`src/rtl/regfile_pkg.sv`:
```
// Shared constants for the Y86 register file: widths, register IDs and register count.
package regfile_pkg;
  localparam int unsigned BYTE_W = 8;
  localparam int unsigned WORD_W = 32;
  localparam int unsigned NREGS  = 8;
  localparam int unsigned IDX_W  = 3;

  localparam logic [BYTE_W-1:0] REAX  = 8'h0;
  localparam logic [BYTE_W-1:0] RESP  = 8'h4;
  localparam logic [BYTE_W-1:0] RNONE = 8'hF;
endpackage

```
`src/rtl/regfile_rd.sv`:
```
// Register-file read mux: selects one register by ID, returning zero for IDs outside 0..7.
module regfile_rd
  import regfile_pkg::*;
(
  input  logic [BYTE_W-1:0]            id_i,
  input  logic [NREGS-1:0][WORD_W-1:0] regs_i,
  output logic [WORD_W-1:0]            val_o
);

  logic id_valid;

  assign id_valid = (id_i[BYTE_W-1:IDX_W] == '0);
  assign val_o    = id_valid ? regs_i[id_i[IDX_W-1:0]] : '0;

endmodule

```
`src/rtl/regfile.sv`:
```
// Y86 architectural register file: two combinational decode read ports, a debug read port,
// two clocked write-back ports (valM wins on collision) and a committed-write counter.
module regfile
  import regfile_pkg::*;
#(
  parameter logic [31:0] RESET_ESP = 32'h0000_0000
) (
  input  logic              clk,
  input  logic              rst,
  input  logic [7:0]        d_srcA_i,
  input  logic [7:0]        d_srcB_i,
  output logic [31:0]       d_rvalA_o,
  output logic [31:0]       d_rvalB_o,
  input  logic [7:0]        W_dstE_i,
  input  logic [31:0]       W_valE_i,
  input  logic [7:0]        W_dstM_i,
  input  logic [31:0]       W_valM_i,
  input  logic [2:0]        dbg_id_i,
  output logic [31:0]       dbg_val_o,
  output logic [31:0]       wr_count_o
);

  logic [NREGS-1:0][WORD_W-1:0] regs_q, regs_d;
  logic [WORD_W-1:0]            cnt_q, cnt_d;
  logic                         e_vld, m_vld;
  logic [1:0]                   n_writes;

  assign e_vld = (W_dstE_i[BYTE_W-1:IDX_W] == '0);
  assign m_vld = (W_dstM_i[BYTE_W-1:IDX_W] == '0);

  // Next register state; the M write is applied last so it overrides E on a collision.
  always_comb begin
    regs_d   = regs_q;
    n_writes = 2'd0;
    if (e_vld) begin
      regs_d[W_dstE_i[IDX_W-1:0]] = W_valE_i;
    end
    if (m_vld) begin
      regs_d[W_dstM_i[IDX_W-1:0]] = W_valM_i;
    end
    if (e_vld && m_vld) begin
      n_writes = (W_dstE_i == W_dstM_i) ? 2'd1 : 2'd2;
    end else if (e_vld || m_vld) begin
      n_writes = 2'd1;
    end
    cnt_d = cnt_q + WORD_W'(n_writes);
  end

  always_ff @(posedge clk) begin
    if (rst) begin
      regs_q                     <= '0;
      regs_q[RESP[IDX_W-1:0]]    <= RESET_ESP;
      cnt_q                      <= '0;
    end else begin
      regs_q <= regs_d;
      cnt_q  <= cnt_d;
    end
  end

  regfile_rd u_rd_a (
    .id_i   (d_srcA_i),
    .regs_i (regs_q),
    .val_o  (d_rvalA_o)
  );

  regfile_rd u_rd_b (
    .id_i   (d_srcB_i),
    .regs_i (regs_q),
    .val_o  (d_rvalB_o)
  );

  regfile_rd u_rd_dbg (
    .id_i   ({5'b0, dbg_id_i}),
    .regs_i (regs_q),
    .val_o  (dbg_val_o)
  );

  assign wr_count_o = cnt_q;

endmodule
```
`config.mk`:
```
export PLATFORM = sky130hd
export DESIGN_NAME = regfile
export DESIGN_NICKNAME = d
export VERILOG_FILES = /design/src/rtl/regfile_pkg.sv /design/src/rtl/regfile_rd.sv /design/src/rtl/regfile.sv
export SDC_FILE = /design/constraint.sdc
export NUM_CORES = 1
export LEC_CHECK = 0
export BUFFER_PORTS_ARGS = -buffer_cell sky130_fd_sc_hd__buf_4
export CAP_MARGIN = 20
export CORE_ASPECT_RATIO = 1.2
export CORE_MARGIN = 8
export CORE_UTILIZATION = 50
export CTS_CLUSTER_SIZE = 8
export DETAILED_ROUTE_END_ITERATION = 12
export PLACE_DENSITY_LB_ADDON = 0.15
export SETUP_SLACK_MARGIN = 0.1
export SKIP_CTS_REPAIR_TIMING = 1
export SLEW_MARGIN = 20
export SYNTH_ARGS = -nofsm -noshare
export SYNTH_HDL_FRONTEND = slang
export SYNTH_SLANG_ARGS = --single-unit
```
`constraint.sdc`:
```
create_clock -name clk -period 4 [get_ports clk]
set_input_delay 0.8 -clock clk [delete_from_list [all_inputs] [get_ports clk]]
set_output_delay 0.8 -clock clk [all_outputs]
set_load 0.05 [all_outputs]
```
==> impl_metrics.ini <==
[detailed_routing]
viasPerCell = 6.82
drt_wl_total_mm = 70.3
drtIter0Drc = 2108
drtPass1Iterations = 6
via_count = 18200
drtAntennaViolNets = 0
wl_per_cell_um = 26.4
drc = 0

[critical_path]
cp.required_ns = 3.20
regToRegEndpoint = wr_count_o[29]
end_kind = primary output
path_max_fanout = 18
r2r_start = wr_count_o[15]
worst_r2r_path_depth = 4
cp.arrival_ns = 2.56
crit_type = input pin to primary output
r2r_setup_slack_ns = 1.74
startpoint_type = input pin

[sta]
rsz0062_at_grt = false
maxSlewViolCount = 0
finalCriticalPeriod_ns = 3.36
clock-skew-final_ns = 0.00791
final.setup.tns_ns = 0
finalHoldViolCount = 0
relSlewSlack_pct = 32.9
max_freq_mhz = 297
layout_setup_ws_ns = 0.637
fin_crit_sh_pct = 84.1
setup_viol = 0
worstMarginPinSlew_ns = 1.01

[floorplanning]
start_util_pct = 50.3
dieHeight_um = 229
core_area_um2 = 37500
num_io_pins = 229
die_w_um = 193
dieArea_um2 = 44200
rows = 78

[final_layout]
fillCellCount = 3360
drive_gt1_share_pct = 25.7
num-nets-final = 2287
area_growth_pct = 14.6

[logic_synthesis]
synth_common_cells = nand2_1 (531), nor2_1 (339), dfxtp_1 (288), a311oi_1 (256), mux4_2 (192)
syn_area_um2 = 18900
synth_top_area_share_pct = 30.6
postSynthRegisterBits = 288
async_flop_share_pct = 0
syn_avg_cell_area_um2 = 8.87
syn_inst = 2126
synth_top_family_by_area = multiplexers
synth_most_common_cell = nand2_1
synthDistinctLibCells = 39
synth_edf_count = 0
yosys_warnings = 0
synthFlopType = dfxtp_1
synth_top_cell_by_area = dfxtp_1
yosys.area_share.adder_pct = 0.239
muxShareOfSynthArea_pct = 28.5
synth_compound_area_share_pct = 12.9
syn_nets = 2230
synthSimpleGateAreaFrac_pct = 20.6
yosysSeqAreaShare_pct = 30.6
synthXorXnorAreaFrac_pct = 0.789
synth.area.top_cells = dfxtp_1 (31%), mux4_2 (23%), a311oi_1 (12%)

[global_route]
gr-total-overflow = 0
grt_pass1_vias = 17900
grt_pass1_wl_mm = 107
grt_usage_pct = 30.8
grt_max_degree = 135
antenna_found_initial = 4

[clocking]
htree_num_levels = 2
cts_sinks = 288
clkTransAtPathRegs_ns = 0.05
clkLatencyLatePin_ns = 0.53
clock-root-buffer = clkbuf_16
cts_buffers = 41
clk_path_buf_depth = 3
cts_tree = done

[pwr]
p_int_mw = 5.00
p_seq_share_pct = 43.5
ir_drop_mv = 0.297
power.density_nw_per_um2 = 309
p_sw_mw = 1.68
p_comb_share_pct = 9.2
total_leakage_power_nw = 7.45
swShare_pct = 25.1
clkPwrFrac_pct = 47.3

[worst_hold_path]
hold_path.class = register to register
whs_path_depth = 2
holdPathEnd = regs_q[209]
hp-start = regs_q[209]

[placement]
dpl.hpwl_mm = 40.2
gp_congestion = 0.820
pre_cts_ws_ns = 0.435
io_buffer_count = 228

[outcome]
outcome = completed

[job]
max_cap_violations = 0
how the worst max path moves through the flow:
stage	endpoint	cells after the start	startpoint	slack [ns]
CTS	d_rvalB_o[27]	6	d_srcB_i[0]	0.66
floorplan	wr_count_o[26]	13	W_dstE_i[0]	0.58
global placement	wr_count_o[28]	10	W_dstM_i[4]	0.46
global route	d_rvalB_o[27]	6	d_srcB_i[0]	0.56
finish	d_rvalB_o[27]	6	d_srcB_i[0]	0.64
detailed placement	wr_count_o[26]	10	W_dstM_i[4]	0.43
critical path: stages:
cell	delay [ns]
buf_4	0.39
buf_4	0.28
mux4_2	0.50
mux2i_1	0.24
nor2_1	0.09
buf_4	0.24
stage by stage:
step	std cells	utilization (%)	total power, mW	hold slack (ns)	area (µm²)
finish	2666	57.7	6.68	0.502	21600
global route	2666	57.7	6.84	0.523	21600
CTS	2664	57.7	6.70	0.502	21600
detailed placement	2620	54.8	3.57	0.493	20500
global placement	2620	54.8	3.56	0.483	20500
floorplan	2126	-	3.36	0.471	18900
metal layers:
layer,GRT usage [%],up-vias,wire length (µm)
met5,0,-,22
met4,14.0,4,2830
met3,6.58,214,7820
met2,50.5,1138,33400
met1,38.6,8959,26200
li1,-,7866,-
final cells by class:
type                       instances  area (µm²)  share of cell area [%]
clock buffer                      43        1080                    4.98
tap                              480         601                    2.78
inverter                           6        22.5                   0.104
timing repair buffer             284        2250                    10.4
antenna                            2        5.00                  0.0231
clock inverter                     1        8.76                  0.0405
sequential                       288        5770                    26.7
multi-input combinational       1562       11900                    55.0
power by group through the flow:
stage	combinational (mW)	sequential, mW	clock, mW
finish	0.614	2.91	3.16
global route	0.642	2.91	3.29
CTS	0.607	2.90	3.19
detailed placement	0.606	2.96	0
global placement	0.601	2.96	0
floorplan	0.397	2.96	0
cells by family (layout without fill, tap and decap cells):
logic type      after synthesis  count (layout)
compound gates              289             289
xor+xnor                     17              17
fa+ha+maj                     3               3
buf+inv                     276             334
flops                       288             288
mux                         292             292
other cells                   0               2
simple gates                961             961
sequential cells by signal, indices dropped and copies added (netlist names):
signal and flops:
regs_q 256, wr_count_o 32
cells in the final DEF, fill, tap and decap left out, types with 19 or more instances in the layout:
master / netlist / layout
a311oi_1: 256 / 256
buf_4: 30 / 274
clkbuf_16: 0 / 43
dfxtp_1: 288 / 288
mux2_2: 36 / 36
mux2i_1: 64 / 64
mux4_2: 192 / 192
nand2_1: 531 / 531
nand4_1: 19 / 19
nor2_1: 339 / 339
No activity file was read; power rests on OpenSTA's default activity.
